==> config.mk <==
export PLATFORM = sky130hd
export DESIGN_NAME = stopwatch_lap_core
export DESIGN_NICKNAME = d
export VERILOG_FILES = /design/src/rtl/stopwatch_lap_core.sv
export SDC_FILE = /design/constraint.sdc
export NUM_CORES = 1
export LEC_CHECK = 0
export ABC_AREA = 1
export CELL_PAD_IN_SITES_DETAIL_PLACEMENT = 0
export CELL_PAD_IN_SITES_GLOBAL_PLACEMENT = 1
export CORE_ASPECT_RATIO = 0.7
export CORE_MARGIN = 2
export CORE_UTILIZATION = 40
export DETAILED_ROUTE_END_ITERATION = 7
export PLACE_DENSITY = 0.71
export RECOVER_POWER = 100
export SLEW_MARGIN = 10
export SYNTH_ARGS = -nofsm -noshare
export SYNTH_HDL_FRONTEND = slang
export SYNTH_SLANG_ARGS = --single-unit
==> constraint.sdc <==
create_clock -name clk -period 4.25 [get_ports clk]
set_clock_uncertainty 0.1 [all_clocks]
set_input_delay 1.275 -clock clk [delete_from_list [all_inputs] [get_ports clk]]
set_output_delay 1.275 -clock clk [all_outputs]
set_load 0.01 [all_outputs]
==> src/rtl/stopwatch_lap_core.sv <==
// Stopwatch timekeeping core: up/down count driven by the 1 ms tick, with a show-ahead lap FIFO.
// Optional feature: define LAP_OVERWRITE_EN so that a lap pushed into a full FIFO replaces the oldest entry.
module stopwatch_lap_core #(
  parameter int TICKS_PER_CS = 10,
  parameter int MAX_MINUTES  = 59,
  parameter int MIN_W        = 6,
  parameter int LAP_DEPTH    = 8,
  parameter int LAP_AW       = 3
) (
  input  logic               clk,
  input  logic               rst_n,
  input  logic               tick_1ms,
  input  logic               start_edge,
  input  logic               reset_edge,
  input  logic               lap_edge,
  input  logic               mode_down,
  input  logic [MIN_W-1:0]   preset_min,
  input  logic [5:0]         preset_sec,
  output logic               running,
  output logic               done,
  output logic [MIN_W-1:0]   minutes,
  output logic [5:0]         seconds,
  output logic [6:0]         centiseconds,
  input  logic               lap_rd_en,
  output logic [MIN_W+12:0]  lap_rd_data,
  output logic [LAP_AW:0]    lap_count,
  output logic               lap_empty,
  output logic               lap_full,
  output logic               lap_overflow,
  output logic [1:0]         state_dbg
);

  localparam int EW = MIN_W + 13;
  localparam int PW = (TICKS_PER_CS > 1) ? $clog2(TICKS_PER_CS) : 1;

  typedef enum logic [1:0] {
    ST_IDLE  = 2'd0,
    ST_RUN   = 2'd1,
    ST_PAUSE = 2'd2,
    ST_DONE  = 2'd3
  } state_t;

  state_t            state, state_n;
  logic              mode_q;
  logic [PW-1:0]     presc;
  logic [EW-1:0]     mem [LAP_DEPTH];
  logic [LAP_AW-1:0] wr_ptr, rd_ptr;

  logic              presc_en, cs_step, time_zero, step_zero;
  logic [MIN_W-1:0]  min_nx;
  logic [5:0]        sec_nx;
  logic [6:0]        cs_nx;
  logic              lap_push, lap_pop, mem_we, rd_adv;

  assign state_dbg   = state;
  assign lap_rd_data = mem[rd_ptr];
  assign lap_empty   = (lap_count == '0);
  assign lap_full    = (lap_count == (LAP_AW+1)'(LAP_DEPTH));
  assign time_zero   = (minutes == '0) && (seconds == '0) && (centiseconds == '0);
  assign cs_step     = presc_en && (presc == PW'(TICKS_PER_CS - 1));
  assign step_zero   = (min_nx == '0) && (sec_nx == '0) && (cs_nx == '0);

  // Time value one centisecond later (up) or earlier (down).
  always_comb begin
    min_nx = minutes;
    sec_nx = seconds;
    cs_nx  = centiseconds;
    if (!mode_q) begin
      if (centiseconds == 7'd99) begin
        cs_nx = '0;
        if (seconds == 6'd59) begin
          sec_nx = '0;
          min_nx = (minutes == MIN_W'(MAX_MINUTES)) ? '0 : minutes + MIN_W'(1);
        end else begin
          sec_nx = seconds + 6'd1;
        end
      end else begin
        cs_nx = centiseconds + 7'd1;
      end
    end else begin
      if (centiseconds == 7'd0) begin
        cs_nx = 7'd99;
        if (seconds == 6'd0) begin
          sec_nx = 6'd59;
          min_nx = minutes - MIN_W'(1);
        end else begin
          sec_nx = seconds - 6'd1;
        end
      end else begin
        cs_nx = centiseconds - 7'd1;
      end
    end
  end

  // Next state; reset_edge beats start_edge beats lap_edge and tick.
  always_comb begin
    state_n  = state;
    presc_en = 1'b0;
    lap_push = 1'b0;
    if (reset_edge) begin
      state_n = ST_IDLE;
    end else if (start_edge) begin
      case (state)
        ST_IDLE:  state_n = (mode_q && time_zero) ? ST_DONE : ST_RUN;
        ST_RUN:   state_n = ST_PAUSE;
        ST_PAUSE: state_n = ST_RUN;
        default:  state_n = state;
      endcase
    end else begin
      presc_en = (state == ST_RUN) && tick_1ms;
      lap_push = lap_edge && ((state == ST_RUN) || (state == ST_PAUSE));
      if (cs_step && mode_q && step_zero) state_n = ST_DONE;
    end
  end

  always_ff @(posedge clk or negedge rst_n) begin
    if (!rst_n) begin
      state   <= ST_IDLE;
      running <= 1'b0;
      done    <= 1'b0;
    end else begin
      state   <= state_n;
      running <= (state_n == ST_RUN);
      done    <= (state_n == ST_DONE);
    end
  end

  always_ff @(posedge clk or negedge rst_n) begin
    if (!rst_n) begin
      mode_q       <= 1'b0;
      presc        <= '0;
      minutes      <= '0;
      seconds      <= '0;
      centiseconds <= '0;
    end else if (reset_edge) begin
      mode_q       <= mode_down;
      presc        <= '0;
      minutes      <= mode_down ? preset_min : '0;
      seconds      <= mode_down ? preset_sec : '0;
      centiseconds <= '0;
    end else if (cs_step) begin
      presc        <= '0;
      minutes      <= min_nx;
      seconds      <= sec_nx;
      centiseconds <= cs_nx;
    end else if (presc_en) begin
      presc <= presc + PW'(1);
    end
  end

  // A full-FIFO overwrite is a push plus a forced pop of the oldest entry.
  assign lap_pop = lap_rd_en && !lap_empty && !reset_edge;
`ifdef LAP_OVERWRITE_EN
  assign mem_we = lap_push;
  assign rd_adv = lap_pop || (lap_push && lap_full);
`else
  assign mem_we = lap_push && (!lap_full || lap_pop);
  assign rd_adv = lap_pop;
`endif

  always_ff @(posedge clk or negedge rst_n) begin
    if (!rst_n) begin
      wr_ptr       <= '0;
      rd_ptr       <= '0;
      lap_count    <= '0;
      lap_overflow <= 1'b0;
    end else if (reset_edge) begin
      wr_ptr       <= '0;
      rd_ptr       <= '0;
      lap_count    <= '0;
      lap_overflow <= 1'b0;
    end else begin
      if (mem_we) wr_ptr <= wr_ptr + LAP_AW'(1);
      if (rd_adv) rd_ptr <= rd_ptr + LAP_AW'(1);
      if (lap_push && lap_full && !lap_pop) lap_overflow <= 1'b1;
      if (mem_we && !rd_adv)      lap_count <= lap_count + (LAP_AW+1)'(1);
      else if (!mem_we && rd_adv) lap_count <= lap_count - (LAP_AW+1)'(1);
    end
  end

  always_ff @(posedge clk) begin
    if (mem_we) mem[wr_ptr] <= {minutes, seconds, centiseconds};
  end

endmodule

### Word-level counts from Yosys, hierarchy flattened

Memories as Yosys holds them, arrays and structs flattened.
Index checks and enable logic that the tools add are counted.

| operators by class | value |
|---|---|
| eq/ne operators | 9 |
| multiplexer cells | 45 |
| reduce and logical (&&, ||, !) cells | 38 |
| add/subtract/negate cells | 11 |

Operators with widths:

| kind | count |
|---|---|
| 6-bit 2-to-1 mux | 17 |
| 7-bit 2-to-1 mux | 5 |
| 6-bit zero test | 4 |
| 4-bit 2-to-1 mux | 6 |
| 1-bit logical AND | 17 |
| 7-bit zero test | 2 |
| 6-bit by 1-bit adder with 6-bit output (second input constant) | 2 |
| 6-bit == test (second input constant) | 2 |
| 3-bit 2-to-1 mux | 4 |
| 6-bit by 1-bit subtractor with 6-bit output (second input constant) | 2 |
| 4-bit by 1-bit adder with 4-bit output (second input constant) | 2 |
| 4-bit == test (second input constant) | 2 |
| 1-bit 2-to-1 mux | 8 |
| 2-bit 2-to-1 mux | 4 |
| 2-bit nonzero test | 4 |
| 7-bit by 1-bit adder with 7-bit output (second input constant) | 1 |
| 7-bit == test (second input constant) | 1 |
| 7-bit by 1-bit subtractor with 7-bit output (second input constant) | 1 |
| 3-bit by 1-bit adder with 3-bit output (second input constant) | 2 |
| 2-bit one-hot mux with 3 select lines | 1 |
| 3-bit nonzero test | 2 |
| 1-bit zero test | 5 |
| 2-bit by 1-bit == test with 1-bit output (second input constant) | 2 |
| 2-bit == test (second input constant) | 2 |
| other kinds (4) | 5 |

| word-level totals | value |
|---|---|
| input bits | 20 |
| word-level logic and storage cells | 116 |
| register bits | 39 |
| memories kept | 1 |
| bits in writable memories | 152 |

Memory list:

| name | words | width | read ports | clocked after Yosys merged registers in | write ports | line | source |
|---|---|---|---|---|---|---|---|
| mem | 8 | 19 | 1 | 0 | 1 | 46 | `logic [EW-1:0] mem [LAP_DEPTH];` |

### Logic depth before layout (Yosys ltp)

Gate-level depths: netlist of the first run.

| logic depth | value |
|---|---|
| depth after elaboration | 13 |
| depth in mapped cells | 17 |
| depth with buffers taken out | 16 |

### Least setup slack after synthesis of the first run

Ideal clock, no wire load.

| path | value |
|---|---|
| path kind | input port to flip-flop |
| from | in reset_edge |
| to | mem mem[6][0] in the netlist's numbering (enable) |
| required time | 3.731 ns |
| library setup time | 0.419 ns |
| arrival time | 3.356 ns |
| setup slack | 0.375 ns |
| stages on the path | 6 |
| buffers on the path | 1 |
| cells stage by stage | inv_1 > buf_2 > nand4_1 > nor2_1 > nand2_1 > nor3_1 |

| between the ends | value |
|---|---|
| longest elaborated chain between the ends | 6 |
| elaborated cells on any way between the ends | 7 |

RTL lines:

| what | line | source |
|---|---|---|
| from (decl) | 14 | `input logic reset_edge,` |
| 1-bit zero test | 152 | `assign lap_pop = lap_rd_en && !lap_empty && !reset_edge;` |
| 1-bit logical AND | 152 |  |
| 1-bit logical OR | 157 | `assign mem_we = lap_push && (!lap_full \|\| lap_pop);` |
| 1-bit logical AND * | 157 |  |
| 1-bit 2-to-1 mux * | 182 | `if (mem_we) mem[wr_ptr] <= {minutes, seconds, centiseconds};` |
| 1-bit 2-to-1 mux (implied by the code) * | 182 |  |
| to (decl) | 46 |  |

Mark *: on every way between the ends. The rest lies on a longest branch, timed or not.

### Worst setup path in the final report of the first run

| path | value |
|---|---|
| from | reg rd_ptr[1] |
| to | out lap_rd_data[0] |

| between the ends | value |
|---|---|
| longest elaborated chain between the ends | 1 |

RTL lines:

| what | line | source |
|---|---|---|
| from (decl) | 47 | `logic [LAP_AW-1:0] wr_ptr, rd_ptr;` |
| from (signal assigned) | 174 | `if (rd_adv) rd_ptr <= rd_ptr + LAP_AW'(1);` |
| memory 8 x 19 bit | n/a |  |
| to (decl) | 25 | `output logic [MIN_W+12:0] lap_rd_data,` |

No other way between the ends.

==> results of run 1 <==
## synth_stat cells, drive strengths merged, types with 2 or more instances
| master | number | area [um^2] |
|---|---|---|
| a31oi | 23 | 144 |
| xnor2 | 2 | 17.5 |
| inv | 51 | 191 |
| nand3b | 2 | 15.0 |
| nand4 | 13 | 81.3 |
| nor2 | 193 | 790 |
| nor3 | 10 | 65.1 |
| ha | 17 | 213 |
| xor2 | 5 | 43.8 |
| o22ai | 27 | 169 |
| buf | 5 | 38.8 |
| o21ai | 98 | 490 |
| dfrtp | 39 | 976 |
| nand2 | 139 | 547 |
| o211ai | 3 | 22.5 |
| clkinv | 2 | 8.75 |
| a22oi | 5 | 37.5 |
| a21oi | 14 | 77.6 |
| nand3 | 61 | 333 |
| edfxtp | 152 | 4560 |
| clkbuf | 35 | 131 |
## worst max-delay path, delay by kind of cell, from the launching register on
kind,cells,cell delay [ps]
buffers and inverters,2,1140
AOI/OAI and AO/OA,3,670
DFF,1,360
and+or+nand+nor,1,60
## power by group
group	switching, mW	internal, mW	total [mW]	leakage, nW
registers	0.0848	2.08	2.16	1.89
clock network	0.727	0.818	1.54	0.272
logic	0.710	0.467	1.18	1.91
total	1.52	3.36	4.89	4.08
## cell usage in the layout (no fill, tap or decap), drive strengths merged, types with 2 or more instances in the layout
| cell type | count |
|---|---|
| ha | 17 |
| edfxtp | 152 |
| nor2 | 193 |
| o21ai | 98 |
| nand3 | 61 |
| clkbuf | 38 |
| buf | 10 |
| a22oi | 5 |
| a21oi | 14 |
| nor3 | 10 |
| nand2 | 139 |
| o22ai | 27 |
| nand4 | 13 |
| dfrtp | 39 |
| dlygate4sd3 | 44 |
| nand3b | 2 |
| inv | 57 |
| xor2 | 5 |
| clkdlybuf4s50 | 23 |
| a31oi | 23 |
| xnor2 | 2 |
| o211ai | 3 |
| clkinv | 7 |
## sequential cells by signal (all words and copies together), names as in the netlist
name / count
seconds: 6
mode_q: 1
mem: 152
running: 1
minutes: 6
lap_overflow: 1
lap_count: 4
presc: 4
rd_ptr: 3
state_dbg: 2
done: 1
centiseconds: 7
wr_ptr: 3
## final cells by class
type	count	area share
sequential	191	0.522
multi-input combinational	619	0.292
timing repair buffer	98	0.0811
clock buffer	17	0.0401
tap	282	0.0332
inverter	53	0.0189
clock inverter	13	0.0125
## path summary, 6_finish.rpt
path / from / to / slack [ps] / cells after the start
min in group asynchronous: rst_n / done / 1480 / 1
hold / removal: lap_overflow / lap_overflow / 410 / 2
setup reg to reg: state_dbg[0] / mem[4][14] / 1090 / 7
max in group asynchronous: rst_n / rd_ptr[0] / 1010 / 1
hold reg to reg: lap_overflow / lap_overflow / 410 / 2
setup / recovery: rd_ptr[1] / lap_rd_data[0] / 200 / 6
## metal layers
layer / GRT usage / up-vias / wire, um
met1: 0.312 / 3271 / 12200
met3: 0.0396 / 14 / 1030
met5: 0 / - / 0
li1: - / 3311 / -
met4: 0.0372 / 0 / 159
met2: 0.303 / 166 / 10100
## through the flow
step	hold slack (ps)	cells	instance area, um^2	power (mW)
after detailed placement	397	1243	10200	3.44
after floorplan	403	903	9020	2.88
after CTS	415	1273	10800	4.97
after global placement	414	1243	10200	3.44
after global routing	460	1273	10600	5.14
final	406	1273	10600	4.89
## kinds of logic (layout without fill, tap and decap cells)
kind of cell,count (synthesis),after routing,synth area share
xor+xnor,7,7,0.00680
fa+ha+maj,18,18,0.0258
simple gates,421,421,0.205
buf+inv,93,181,0.0411
flops,191,191,0.614
mux,1,1,0.00111
compound gates,172,172,0.106
==> run metrics, run 1 <==
starting DRC count in detailed routing slightly above 600; GP Congestion slightly above 0.8; syn_nets 941; Max Slew Vio Count 40; vias in the first global route 6206; crit path max-delay cell type dlygate4sd3_1; sequential-to-total area share from yosys stat 0.614; Tightest Pin Transition approximately 2400 ps; Routed WL per cell 18.4 um; final setup TNS 0 ps; Worst path max stage delay 640 ps; Port Buffers approximately 70; PnR worst setup slack 204 ps; DRT Pass-1 Iters 5; fmax around 250 MHz; Initial Util 0.412; CTS Buffer Depth 2; FILL cells ~2000; Post-CTS Setup Bufs 0; max-cap violation count 1; post-DR vias/cell 5.31; grt total ovfl 0; Reg clk slew, reported paths approximately 70 ps; Final Hold Fails 0; failing checks max-capacitance violations, max-slew violations; Final Core Density 0.485; CORE AREA roughly 0.022 mm^2; multi-input logic area 0.00310 mm^2; sequential cell area 0.00554 mm^2; Syn. warnings 0; Die Ht 130 um; # setup viols final 0; final layout net count 1018; Leakage roughly 4 nW; layout cells sized above 1 0.0666; Syn Std Cell Area 0.00902 mm^2; largest net degree at the start of global routing 78; post-route minimum period about 4000 ps; dpl hpwl ~15 mm; final WL around 23 mm; Crit. End Element output pin; Post-Synthesis Cells roughly 900; Routed Antenna Nets 0; I/O Pins around 70; Vias 6762; period utilization 0.952; Cell variety after synth between 40 and 50; clock insertion delay at the later pin of the skew report roughly 430 ps; RSZ-0062 raised after global routing false; DIE WIDTH about 180 um; asr flop ratio synth 0.204; Worst Path Required around 2900 ps; H-tree Lvls 4; # rows 45; diode count 0; Avg Inst Size Synth roughly 10 um^2; initial antenna violation count 0; clk sinks approximately 190; Worst slew margin -0.614; crit path DAT between 2000 and 3000 ps; HP Class register to register; cts hold-fix bufs 0; CP Cell Sequence clkbuf_4 > o21ai_0 > o22ai_1 > nor2_1 > a31oi_1 > dlygate4sd3_1; GRT Total Usage 0.204; first-pass GRT wire length between 30 and 40 mm; DRC violations left 0; synthesis-stage register bit count 191; peak supply drop about 0.33 mV; EDFF count, synth approximately 150; PD cells about 460 mW/mm^2; CTS tree built; CTS resizes 0; top_reg_cell synth edfxtp_1; critical path fanouts, max 39; CTS buffer count 17; Root Buffer Master clkbuf_16; Post-Place Worst Slack approximately 390 ps; die area approximately 0.024 mm^2; Setup CP Type register to output pin; outcome finished, violations left; CP Launch Type register; Layout area overhead 17.7%
(Power assumes the default switching activity.)
==> run 2: changes to the inputs <==
--- a/config.mk
+++ b/config.mk
@@ -8,7 +8,7 @@
 export ABC_AREA = 1
 export CELL_PAD_IN_SITES_DETAIL_PLACEMENT = 0
 export CELL_PAD_IN_SITES_GLOBAL_PLACEMENT = 1
-export CORE_ASPECT_RATIO = 0.7
+export CORE_ASPECT_RATIO = 1.1
 export CORE_MARGIN = 2
 export CORE_UTILIZATION = 40
 export DETAILED_ROUTE_END_ITERATION = 7
==> constraint.sdc (replaced) <==
create_clock -name clk -period 4.3 [get_ports clk]
set_clock_uncertainty 0.1 [all_clocks]
set_input_delay 1.29 -clock clk [delete_from_list [all_inputs] [get_ports clk]]
set_output_delay 1.29 -clock clk [all_outputs]
set_load 0.01 [all_outputs]
==> run metrics, run 2 (synthesized netlist as in run 1, its figures left out) <==
outcome finished, violations left; failing checks max-capacitance violations, max-slew violations; combinational share of power 0.230 (-0.011); final layout net count 1014 (-0.39%); Initial Util 0.408 (-0.00385); post-route minimum period around 4000 ps; vias in the first global route 6271 (+1.0%); RSZ-0062 raised after global routing false; Hold Path End lap_overflow; final WL 22.0 mm (-6.1%); Largest regs mem: 152 flops, centiseconds: 7 flops; Routed WL per cell 17.1 um (-7.0%); commonest non-fill, non-tap cell in the layout nor2_1; worst hold stages 2 (unchanged); switching power total 1.50 mW (-1.5%); crit path DAT 2610 ps (-60 ps); peak supply drop 0.279 mV (-15%); Layout area overhead 18.5%; starting DRC count in detailed routing 509 (-16%); # rows 57 (+27%); placed insts 1252 (+0.72%); Vias 6652 (-1.6%); Clk pwr share 0.334 (+0.018); initial antenna violation count 0 (unchanged); Final Non-Filler Cells 1284 (+0.86%); Leakage 4.12 nW (+0.94%); CTS resizes 0 (unchanged); Worst R2R Path Depth 14 (+7); PD cells 459 mW/mm^2 (-0.32%); CTS Buffer Depth 2 (unchanged); internal power 3.41 mW (+1.3%); GP Congestion 0.844 (+1.6%); Reg power frac 0.436 (-0.007); r2r startpoint centiseconds[1]; Final Hold Fails 0 (unchanged); cts hold-fix bufs 0 (unchanged); Max Slew Vio Count 40 (unchanged); GRT Total Usage 0.189 (-0.0149); r2r endpoint running; most frequent cells in the layout nor2_1, edfxtp_1, nand2_1, o21ai_0, nand3_1; Routed Antenna Nets 0 (unchanged); layout cells sized above 1 0.0738 (+0.00721); DRC violations left 0 (unchanged); Die Ht 161 um (+25%); H-tree Lvls 4 (unchanged); Worst R2R Setup Slack 1320 ps (+230 ps); fmax roughly 250 MHz; Sw Share 0.306 (-0.00583); I/O Pins 69 (unchanged); clk sinks 191 (unchanged); Post-CTS Setup Bufs 0 (unchanged); # setup viols final 0 (unchanged); hold_sp lap_overflow; CORE AREA 0.0221 mm^2 (+0.94%); grt total ovfl 0 (unchanged); crit path max-delay cell type dlygate4sd3_1; placed cell area 0.0102 mm^2 (-0.28%); Worst slew margin -0.472 (+0.142); DIE WIDTH 147 um (-20%); DRT Pass-1 Iters 5 (unchanged); clock insertion delay at the later pin of the skew report 430 ps (about the same); Crit. End Element output pin; critical path fanouts, max 26 (-33%); Worst path max stage delay 640 ps (about the same); period utilization 0.930; Root Buffer Master clkbuf_16; largest net degree at the start of global routing 78 (unchanged); diode count 0 (unchanged); crit path buf inv count 3 (+1); final setup TNS 0 ps (unchanged); first-pass GRT wire length 34.8 mm (-4.7%); crit-path leading delay family buffers and inverters; CP Launch Type register; HP Class register to register; Tightest Pin Transition 2210 ps (-213 ps); multi-input logic area 0.00310 mm^2 (-0.16%); die area 0.0238 mm^2 (about the same); CTS buffer count 17 (unchanged); Most flops, register mem; FILL cells 2077 (+1.1%); Worst Path Required 2910 ps (+40 ps); Port Buffers 68 (unchanged); max-cap violation count 1 (unchanged); Setup CP Type register to output pin; CTS tree built; sequential cell area 0.00554 mm^2 (unchanged); design area 0.0107 mm^2 (+0.72%); max FFs per register 152 (unchanged); CP Cell Sequence inv_1 > buf_12 > o21ai_0 > o22ai_1 > nor2_1 > a31oi_1 > dlygate4sd3_1; dpl hpwl 14.3 mm (-6.0%); Reg clk slew, reported paths 70 ps (about the same); post-DR vias/cell 5.18 (-2.5%)
==> run 2: changes by cell type in the layout (fill, tap and decap cells not counted), moves of 2 or more <==
cell / delta
clkbuf_1: -7
clkbuf_2: +3
clkdlybuf4s50_1: -3
clkinv_1: -2
clkinv_8: +2
dlygate4sd3_1: +3
inv_8: +2
nor2_1: -2
nor2_2: +2
nor3_1: +2
nor3_2: -2
==> run 2: power groups by stage <==
| stage | registers, mW | logic, mW | clock network, mW |
|---|---|---|---|
| floorplan | 2.17 | 0.680 | 0 |
| global placement | 2.18 | 1.19 | 0 |
| detailed placement | 2.18 | 1.19 | 0 |
| CTS | 2.14 | 1.19 | 1.67 |
| global route | 2.15 | 1.26 | 1.75 |
| finish | 2.14 | 1.13 | 1.64 |
==> run 2: metrics by stage <==
stage               total power [mW]  hold slack [ps]   util  setup WS (ps)
detailed placement              3.37              424  0.460            353
CTS                             5.00              449  0.488            301
floorplan                       2.85              403      -            410
global route                    5.16              463  0.484           92.2
global placement                3.37              424  0.460            414
finish                          4.91              425  0.484            300
==> run 2: worst max path at each step <==
stage	start	endpoint	slack (ps)	depth (start not counted)
global route	rd_ptr[0]	lap_rd_data[6]	90	7
finish	rd_ptr[1]	lap_rd_data[6]	300	7
CTS	rd_ptr[1]	lap_rd_data[6]	300	7
global placement	reset_edge	lap_count[3]	410	11
floorplan	reset_edge	mem[6][0]	410	6
detailed placement	reset_edge	lap_count[3]	350	11
==> run 2: worst reg2reg max path, cell delays in order, from the launching register on <==
cell and delay [ps]:
dfrtp_1 670, ha_1 370, nand2_4 70, nor2_4 420, nand2_4 130, clkinv_2 90, nand2_1 50, nand3_1 60
nand2_1 120, nor2_1 100, nand2_1 60, nor2_1 150, nand3_1 180, a21oi_1 240, nor2_1 60
==> run 2: area by class of cell <==
class / instances / area share
flip-flops and latches: 191 / 0.518
clock inverters: 15 / 0.0187
multi-input cells: 619 / 0.290
clock buffers: 17 / 0.0398
well taps: 295 / 0.0345
inverters: 53 / 0.0187
repair buffers: 94 / 0.0803
==> run 2: per-layer routing <==
| metal | wire [um] | GRT usage | up-vias |
|---|---|---|---|
| met1 | 10400 | 0.267 | 3195 |
| met4 | 296 | 0.0516 | 0 |
| met2 | 10400 | 0.299 | 135 |
| met5 | 0 | 0 | - |
| li1 | - | - | 3295 |
| met3 | 886 | 0.0356 | 27 |
==> run 3: changes to the inputs <==
--- a/config.mk
+++ b/config.mk
@@ -11,6 +11,7 @@
 export CORE_ASPECT_RATIO = 1.1
 export CORE_MARGIN = 2
 export CORE_UTILIZATION = 40
+export CTS_CLUSTER_DIAMETER = 80
 export DETAILED_ROUTE_END_ITERATION = 7
 export PLACE_DENSITY = 0.71
 export RECOVER_POWER = 100
==> results of run 3 <==
No change in the layout: final DEF, timing and power equal those of run 2.
